[src/rtl/seg_readback_decoder.sv]
// seg_readback_decoder: recovers hex digits from a multiplexed 7-segment bus.
// Define SEG_READBACK_BLANK_EN to accept an all-dark digit as a legal blank.
module seg_readback_decoder #(
  parameter int NUM_DIGITS    = 4,
  parameter int STABLE_CYCLES = 16
) (
  input  logic                    clk,
  input  logic                    reset,
  input  logic [7:0]              seg,
  input  logic [NUM_DIGITS-1:0]   an,
  output logic [4*NUM_DIGITS-1:0] digit_val,
  output logic [NUM_DIGITS-1:0]   digit_dot,
  output logic [NUM_DIGITS-1:0]   digit_valid,
  output logic [4*NUM_DIGITS-1:0] frame_word,
  output logic                    frame_pulse,
  output logic                    capture_pulse,
  output logic                    pattern_err,
  output logic                    collision_err
);

  localparam int N = NUM_DIGITS;
  localparam logic [15:0] SC = 16'(STABLE_CYCLES);

  typedef enum logic {
    SEARCH = 1'b0,
    HOLD   = 1'b1
  } state_t;

  state_t state, state_nx;

  logic [7:0]   s_seg, p_seg;
  logic [N-1:0] s_an, p_an, s_act;
  logic         s_vld;
  logic [15:0]  run, run_nx;
  logic [N-1:0] mask, mask_nx;

  logic s_one, s_multi, same, cont, restart, hit;
  logic do_cap, cap_ok, cap_err, frame_done;
  logic ok, blank;
  logic [3:0] code;

  logic [4*N-1:0] val_nx;
  logic [N-1:0]   dot_nx, vld_nx;

  // result is {ok, blank, code}
  function automatic logic [5:0] decode(input logic [6:0] p);
    logic [5:0] r;
    r = 6'b0;
    case (p)
      7'b0000001: r = {2'b10, 4'h0};
      7'b1001111: r = {2'b10, 4'h1};
      7'b0010010: r = {2'b10, 4'h2};
      7'b0000110: r = {2'b10, 4'h3};
      7'b1001100: r = {2'b10, 4'h4};
      7'b0100100: r = {2'b10, 4'h5};
      7'b0100000: r = {2'b10, 4'h6};
      7'b0001111: r = {2'b10, 4'h7};
      7'b0000000: r = {2'b10, 4'h8};
      7'b0000100: r = {2'b10, 4'h9};
      7'b0001000: r = {2'b10, 4'hA};
      7'b1100000: r = {2'b10, 4'hB};
      7'b0110001: r = {2'b10, 4'hC};
      7'b1000010: r = {2'b10, 4'hD};
      7'b0110000: r = {2'b10, 4'hE};
      7'b0111000: r = {2'b10, 4'hF};
`ifdef SEG_READBACK_BLANK_EN
      7'b1111111: r = {2'b11, 4'h0};
`endif
      default:    r = 6'b0;
    endcase
    return r;
  endfunction

  // run describes p_*, the sample one cycle older than s_*
  always_comb begin
    s_act   = ~s_an;
    s_one   = s_vld && ($countones(s_act) == 1);
    s_multi = s_vld && ($countones(s_act) > 1);
    same    = (s_seg == p_seg) && (s_an == p_an);
    cont    = s_one && same;
    restart = !cont;
    hit     = (run == SC);
    if (cont) begin
      run_nx = (run == 16'hffff) ? run : run + 16'd1;
    end else begin
      run_nx = {15'd0, s_one};
    end
  end

  always_ff @(posedge clk) begin
    if (reset) begin
      state <= SEARCH;
    end else begin
      state <= state_nx;
    end
  end

  always_comb begin
    state_nx = state;
    case (state)
      SEARCH: if (hit && !restart) state_nx = HOLD;
      HOLD:   if (restart) state_nx = SEARCH;
    endcase
  end

  always_comb begin
    {ok, blank, code} = decode(p_seg[6:0]);
    do_cap  = (state == SEARCH) && hit;
    cap_ok  = do_cap && ok;
    cap_err = do_cap && !ok;
    val_nx  = digit_val;
    dot_nx  = digit_dot;
    vld_nx  = digit_valid;
    mask_nx = mask;
    for (int k = 0; k < N; k++) begin
      if (do_cap && !p_an[k]) begin
        if (ok) begin
          val_nx[4*k +: 4] = blank ? 4'h0 : code;
          dot_nx[k]        = !blank && !p_seg[7];
          vld_nx[k]        = !blank;
          mask_nx[k]       = 1'b1;
        end else begin
          vld_nx[k] = 1'b0;
        end
      end
    end
    frame_done = cap_ok && (&mask_nx);
  end

  always_ff @(posedge clk) begin
    if (reset) begin
      s_seg         <= '0;
      s_an          <= '0;
      s_vld         <= 1'b0;
      p_seg         <= '0;
      p_an          <= '0;
      run           <= '0;
      mask          <= '0;
      digit_val     <= '0;
      digit_dot     <= '0;
      digit_valid   <= '0;
      frame_word    <= '0;
      frame_pulse   <= 1'b0;
      capture_pulse <= 1'b0;
      pattern_err   <= 1'b0;
      collision_err <= 1'b0;
    end else begin
      s_seg         <= seg;
      s_an          <= an;
      s_vld         <= 1'b1;
      p_seg         <= s_seg;
      p_an          <= s_an;
      run           <= run_nx;
      mask          <= frame_done ? '0 : mask_nx;
      digit_val     <= val_nx;
      digit_dot     <= dot_nx;
      digit_valid   <= vld_nx;
      if (frame_done) frame_word <= val_nx;
      frame_pulse   <= frame_done;
      capture_pulse <= cap_ok;
      pattern_err   <= cap_err;
      collision_err <= s_multi;
    end
  end

endmodule

[config.mk]
export PLATFORM = sky130hd
export DESIGN_NAME = seg_readback_decoder
export DESIGN_NICKNAME = d
export VERILOG_FILES = /design/src/rtl/seg_readback_decoder.sv
export SDC_FILE = /design/constraint.sdc
export NUM_CORES = 1
export LEC_CHECK = 0
export ABC_CLOCK_PERIOD_IN_PS = 3100
export BUFFER_PORTS_ARGS = -buffer_cell sky130_fd_sc_hd__buf_2
export CAP_MARGIN = 0
export CORE_ASPECT_RATIO = 1.75
export CORE_UTILIZATION = 55
export CTS_CLUSTER_DIAMETER = 150
export CTS_CLUSTER_SIZE = 30
export DETAILED_ROUTE_END_ITERATION = 7
export HOLD_SLACK_MARGIN = 0.08
export PLACE_DENSITY_LB_ADDON = 0.25
export SYNTH_ARGS = -nofsm -noshare
export SYNTH_HDL_FRONTEND = slang
export SYNTH_SLANG_ARGS = --single-unit
[constraint.sdc]
create_clock -name clk -period 3.1 [get_ports clk]
set_input_delay 0.62 -clock clk [delete_from_list [all_inputs] [get_ports clk]]
set_output_delay 0.62 -clock clk [all_outputs]
set_load 0.01 [all_outputs]
* After elaboration in Yosys (flattened, before gate mapping)
Index checks and enable logic that the tools add are counted.
** Storage, ports and cells
- Bits in registers :: 90
- Input port bits :: 14
** Operators by class
- $add $sub $neg :: 4
- $lt $le $gt $ge :: 1
- Equal/unequal tests :: 21
- Muxes and demuxes :: 25
- Bitwise operators :: 3
- Reduce and logical (&&, ||, !) cells :: 29
** Operators with widths (number)
- $pmux 6 s16 :: 1
- $mux 4 :: 9
- $eq 7x6->1 const B :: 5
- $eq 32x2->1 const B :: 1
- $eq 7x7->1 const B :: 4
- $add 16x1->16 const B :: 1
- $eq 16x16->1 const B :: 1
- $eq 16x5->1 const B :: 1
- $eq 7x3->1 const B :: 2
- $eq 7x4->1 const B :: 2
- $logic_and 1x1->1 :: 14
- $mux 1 :: 14
- $eq 8x8->1 :: 1
- $reduce_and 2->1 :: 4
- $eq 7x1->1 const B :: 1
- $eq 7x5->1 const B :: 1
- $logic_not 1->1 :: 7
- $logic_not 7->1 :: 1
- $add 1x1->2 :: 2
- $eq 4x4->1 :: 1
- $not 4->4 :: 1
- $reduce_and 4->1 :: 1
- $reduce_or 2->1 :: 2
- $add 2x2->3 :: 1
- 4 further kinds :: 5

* Depth between registers and ports, before layout
- Depth after elaboration :: 9
- Depth in mapped cells :: 10

* Worst setup path after synthesis
No wires, ideal clock.
- Path type :: register to register
- Start point :: reg s_an[0]
- End point :: reg run[11]
- Setup time :: 65 ps
- Arrival time :: 2197 ps
- Data required time :: 3035 ps
- Setup slack :: 838 ps
- Cell stages (with the launch flop) :: 11
- Buffers on the path :: 2
- Clock period less this slack :: 2262 ps
- Path through :: dfxtp_1 > fa_1 > inv_1 > ha_1 > inv_1 > ha_1 > nor4_1 > nand2b_1 > clkbuf_1 > clkbuf_1 > nor2_1
** Between the ends
- Word-level cells in the longest chain between the ends :: 8
** Ends and longest elaborated chain
- from (decl) :: line 32 : logic [N-1:0] s_an, p_an, s_act;
- from (signal assigned) :: line 149 : s_an <= an;
- $not 4->4 :: line 76 : s_act = ~s_an;
- $add 1x1->2 (implied by the code) :: line 77 : s_one = s_vld && ($countones(s_act) == 1);
- $add 2x2->3 (implied by the code) :: line 77
- $eq 32x2->1 :: line 77
- $logic_and 1x1->1 :: line 77
- $logic_and 1x1->1 * :: line 80 : cont = s_one && same;
- $not 1->1 (no line) *
- $reduce_or 2->1 (no line) *
- to (signal assigned) :: line 153 : run <= run_nx;
- to (decl) :: line 34 : logic [15:0] run, run_nx;
Every way passes the cells marked *; elsewhere a longest branch is shown, timed or not.
A chain may end at the register's enable or synchronous reset.

* Worst setup path in the final report
- Start point :: reg s_an[0]
- End point :: reg run[10]
The elaborated chain is that of the path after synthesis.

==> summary.txt <==
Finish
  – Cell Count, Final, Fillers Out: 581
  – Nets: 510
  – ANT cells: 0
  – Layout cells sized above 1: 19.19%
  – Layout area overhead: 14.37%

Place
  – Placed cells: 565
  – Setup WS pre-CTS: 0.4207 ns
  – # port buffers: 57
  – Post-DP HPWL: 6767 um
  – Placer Congestion: 0.9035

Critical path
  – Origin of the worst setup path: s_an[0]
  – Crit path max fanout: 16
  – R2R setup slack: 0.43 ns
  – CP delay by family, top: adder cells
  – Worst Setup Start Kind: register
  – CP arrival: 2.91 ns
  – Req. time, crit path: 3.35 ns
  – CP max stage cell: fa_1
  – R2R Path Start: s_an[0]
  – RR Endpoint: run[10]
  – CP Cell Sequence: fa_1 -> inv_1 -> ha_1 -> inv_1 -> ha_1 -> nor4_1 -> nand2b_1 -> a311oi_1
  – Crit Path Class: register to register
  – Critical Path Stages: 8
  – Crit end category: register
  – Worst setup path endpoint: run[10]
  – Worst reg-to-reg path cell count: 8
  – Worst stage delay on the critical path: 0.55 ns
  – Worst Path Buf+Inv: 2

Job
  – Max_cap viols: 0

Logic synthesis
  – Avg Inst Size Synth: 9.114 um2
  – Top cells by count, synth: 90 x dfxtp_1, 47 x nor2_1, 33 x nand2_1, 24 x a21oi_1, 24 x nor2b_1
  – Yosys top cell by area: dfxtp_1
  – Post-synth top area share: 44.23%
  – Register area share after synthesis: 44.23%
  – Ys Warns: 0
  – Post-synth cell types: 61
  – Number of flops mapped to enable cells by yosys: 0
  – Syn Std Cell Area: 4074 um2
  – Syn nets: 467
  – Fraction of registers with async set/reset: 0%
  – Largest cells by area after synthesis: dfxtp_1 44%, xor2_1 4.7%, nor2_1 4.3%, nor2b_1 3.7%, nand2_1 3.0%
  – Mapped Cells: 447
  – Ys flop type: dfxtp_1
  – Most frequent cell after synthesis: dfxtp_1
  – #FFs+latches synth: 90

Timing
  – WHS: 0.4499 ns
  – Skew final: 0.006866 ns
  – Worst-margin pin slew: 0.7972 ns
  – Max Slew Vio Count: 0
  – Period utilization: 85.99%
  – Final WS setup: 0.4345 ns
  – Setup TNS: 0 ns
  – Max_slew headroom: 46.54%
  – Fmax: 0.3752 GHz
  – Hold Fails Final Rpt: 0
  – Unrepaired setup endpoints after global routing: no
  – Fin crit period: 2.666 ns
  – Final Setup Violations: 0

Clocking
  – CTS tree: yes
  – Num Clock Sinks: 90
  – Clk_lat worst skew: 0.34 ns
  – Clk buf depth: 2
  – Post_cts resized: 0
  – CTS Hold Bufs: 0
  – Root buffer cell: clkbuf_16
  – Post-CTS Setup Bufs: 0
  – Clk slew on worst S/H paths: 0.06 ns
  – H-tree levels: 3
  – Num CTS Buffers: 9

Pwr
  – Peak supply drop: 0.0003090 V
  – Gate power share: 5.8%
  – Sequential Power Share: 49.2%
  – Static Leakage: 1.932 nW
  – Net Sw Frac: 22.50%
  – Clk pwr share: 45.0%
  – Switching Power: 549.3 uW
  – PwrDens: 523.9 nW/um2
  – Cell Int Power: 1.892 mW

Detailed routing
  – Drc violations: 0
  – Detail Route Antenna Nets: 0
  – Initial DRC count: 243
  – Vias: 3,394
  – Vias/cell: 5.842
  – Pre-antenna DRT Iters: 5
  – Final WL: 9477 um
  – Average routed wire per standard cell: 16.31 um

Global routing
  – Remaining Overflow, GRT: 0
  – Largest net degree at the start of global routing: 62
  – Initial antenna violation count: 0
  – Global-route wire length before repair: 15,500 um
  – GRT Total Usage: 26.73%
  – Vias in the first global route: 3,281

Floorplanning
  – # IOs: 58
  – Initial cell density of the core: 56.72%
  – Row count: 41
  – Core Region: 7182 um2
  – DIE WIDTH: 67.06 um
  – Die Y: 115.9 um
  – Total die area: 7769 um2

Hold path
  – Worst Hold Class: register to register

Status
  – Status: complete, no violations
cells in the final DEF (no fill, tap or decap), types with 15 or more instances in the layout:
cell,Yosys,layout
dfxtp_1,90,90
nor2b_1,24,24
xor2_1,22,22
nand2_1,33,33
nand2b_1,15,15
nor2_1,47,47
buf_2,9,57
o21ai_0,16,16
a21oi_1,24,24
inv_1,18,18
worst min-delay path by stage:
stage	startpoint	end	slack (ns)	cells after the start
after floorplan	mask[1]	mask[1]	0.43	2
after global placement	frame_word[7]	frame_word[7]	0.44	2
after detailed placement	frame_word[7]	frame_word[7]	0.44	2
after CTS	frame_word[7]	frame_word[7]	0.45	2
after global routing	s_seg[0]	p_seg[0]	0.48	1
final	frame_word[12]	frame_word[12]	0.45	2
metal layers:
metal,global-route usage (%),share of wire [%]
met1,27.51,38
met2,47.33,53
met3,6.496,4.3
met4,15.74,4.0
met5,0,0
power groups by stage:
stage          logic [mW]  registers [mW]  clock network [mW]
2_1_floorplan       0.119            1.21                   0
3_3_place_gp        0.138            1.23                   0
3_5_place_dp        0.141            1.23                   0
4_1_cts             0.141            1.20                1.11
5_1_grt             0.158            1.20                1.15
6_report            0.142            1.20                1.10
cell type report:
class / count / area [um2]
Fill cell: 621 / 2522
Clock buffer: 11 / 252.7
Clock inverter: 5 / 52.55
Multi-Input combinational cell: 311 / 2073
Inverter: 19 / 71.32
Timing Repair Buffer: 59 / 300.3
Tap cell: 86 / 107.6
Sequential cell: 90 / 1802
through the flow:
step	area, um2	utilization, %	power [mW]
after CTS	4659	64.88	2.451
after detailed placement	4354	60.63	1.368
after global placement	4354	60.63	1.364
final	4659	64.88	2.441
after global routing	4659	64.88	2.515
after floorplan	4074	-	1.328
sequential cells by signal (all words and copies together) (netlist names), 4 cells and up:
signal	flops
run	16
digit_val	16
s_seg	8
digit_dot	4
digit_valid	4
frame_word	16
s_an	4
mask	4
p_an	4
p_seg	8
worst reg2reg max path: stages, from the launching register on:
cell,delay [ns]
dfxtp_1,0.35
fa_1,0.55
inv_1,0.04
ha_1,0.19
inv_1,0.06
ha_1,0.23
nor4_1,0.38
nand2b_1,0.42
a311oi_1,0.34
kinds of logic (layout without fill, tap and decap cells):
group / count (synthesis) / in the layout / synth area share [%]
adders and majority gates: 6 / 6 / 2.027
AOI/OAI and AO/OA: 92 / 92 / 17.29
DFF: 90 / 90 / 44.23
muxes: 11 / 11 / 2.703
buffers and inverters: 46 / 94 / 4.883
and+or+nand+nor: 178 / 178 / 23.71
xor gates and xnor gates: 24 / 24 / 5.160
No activity file was read; power rests on OpenSTA's default activity.
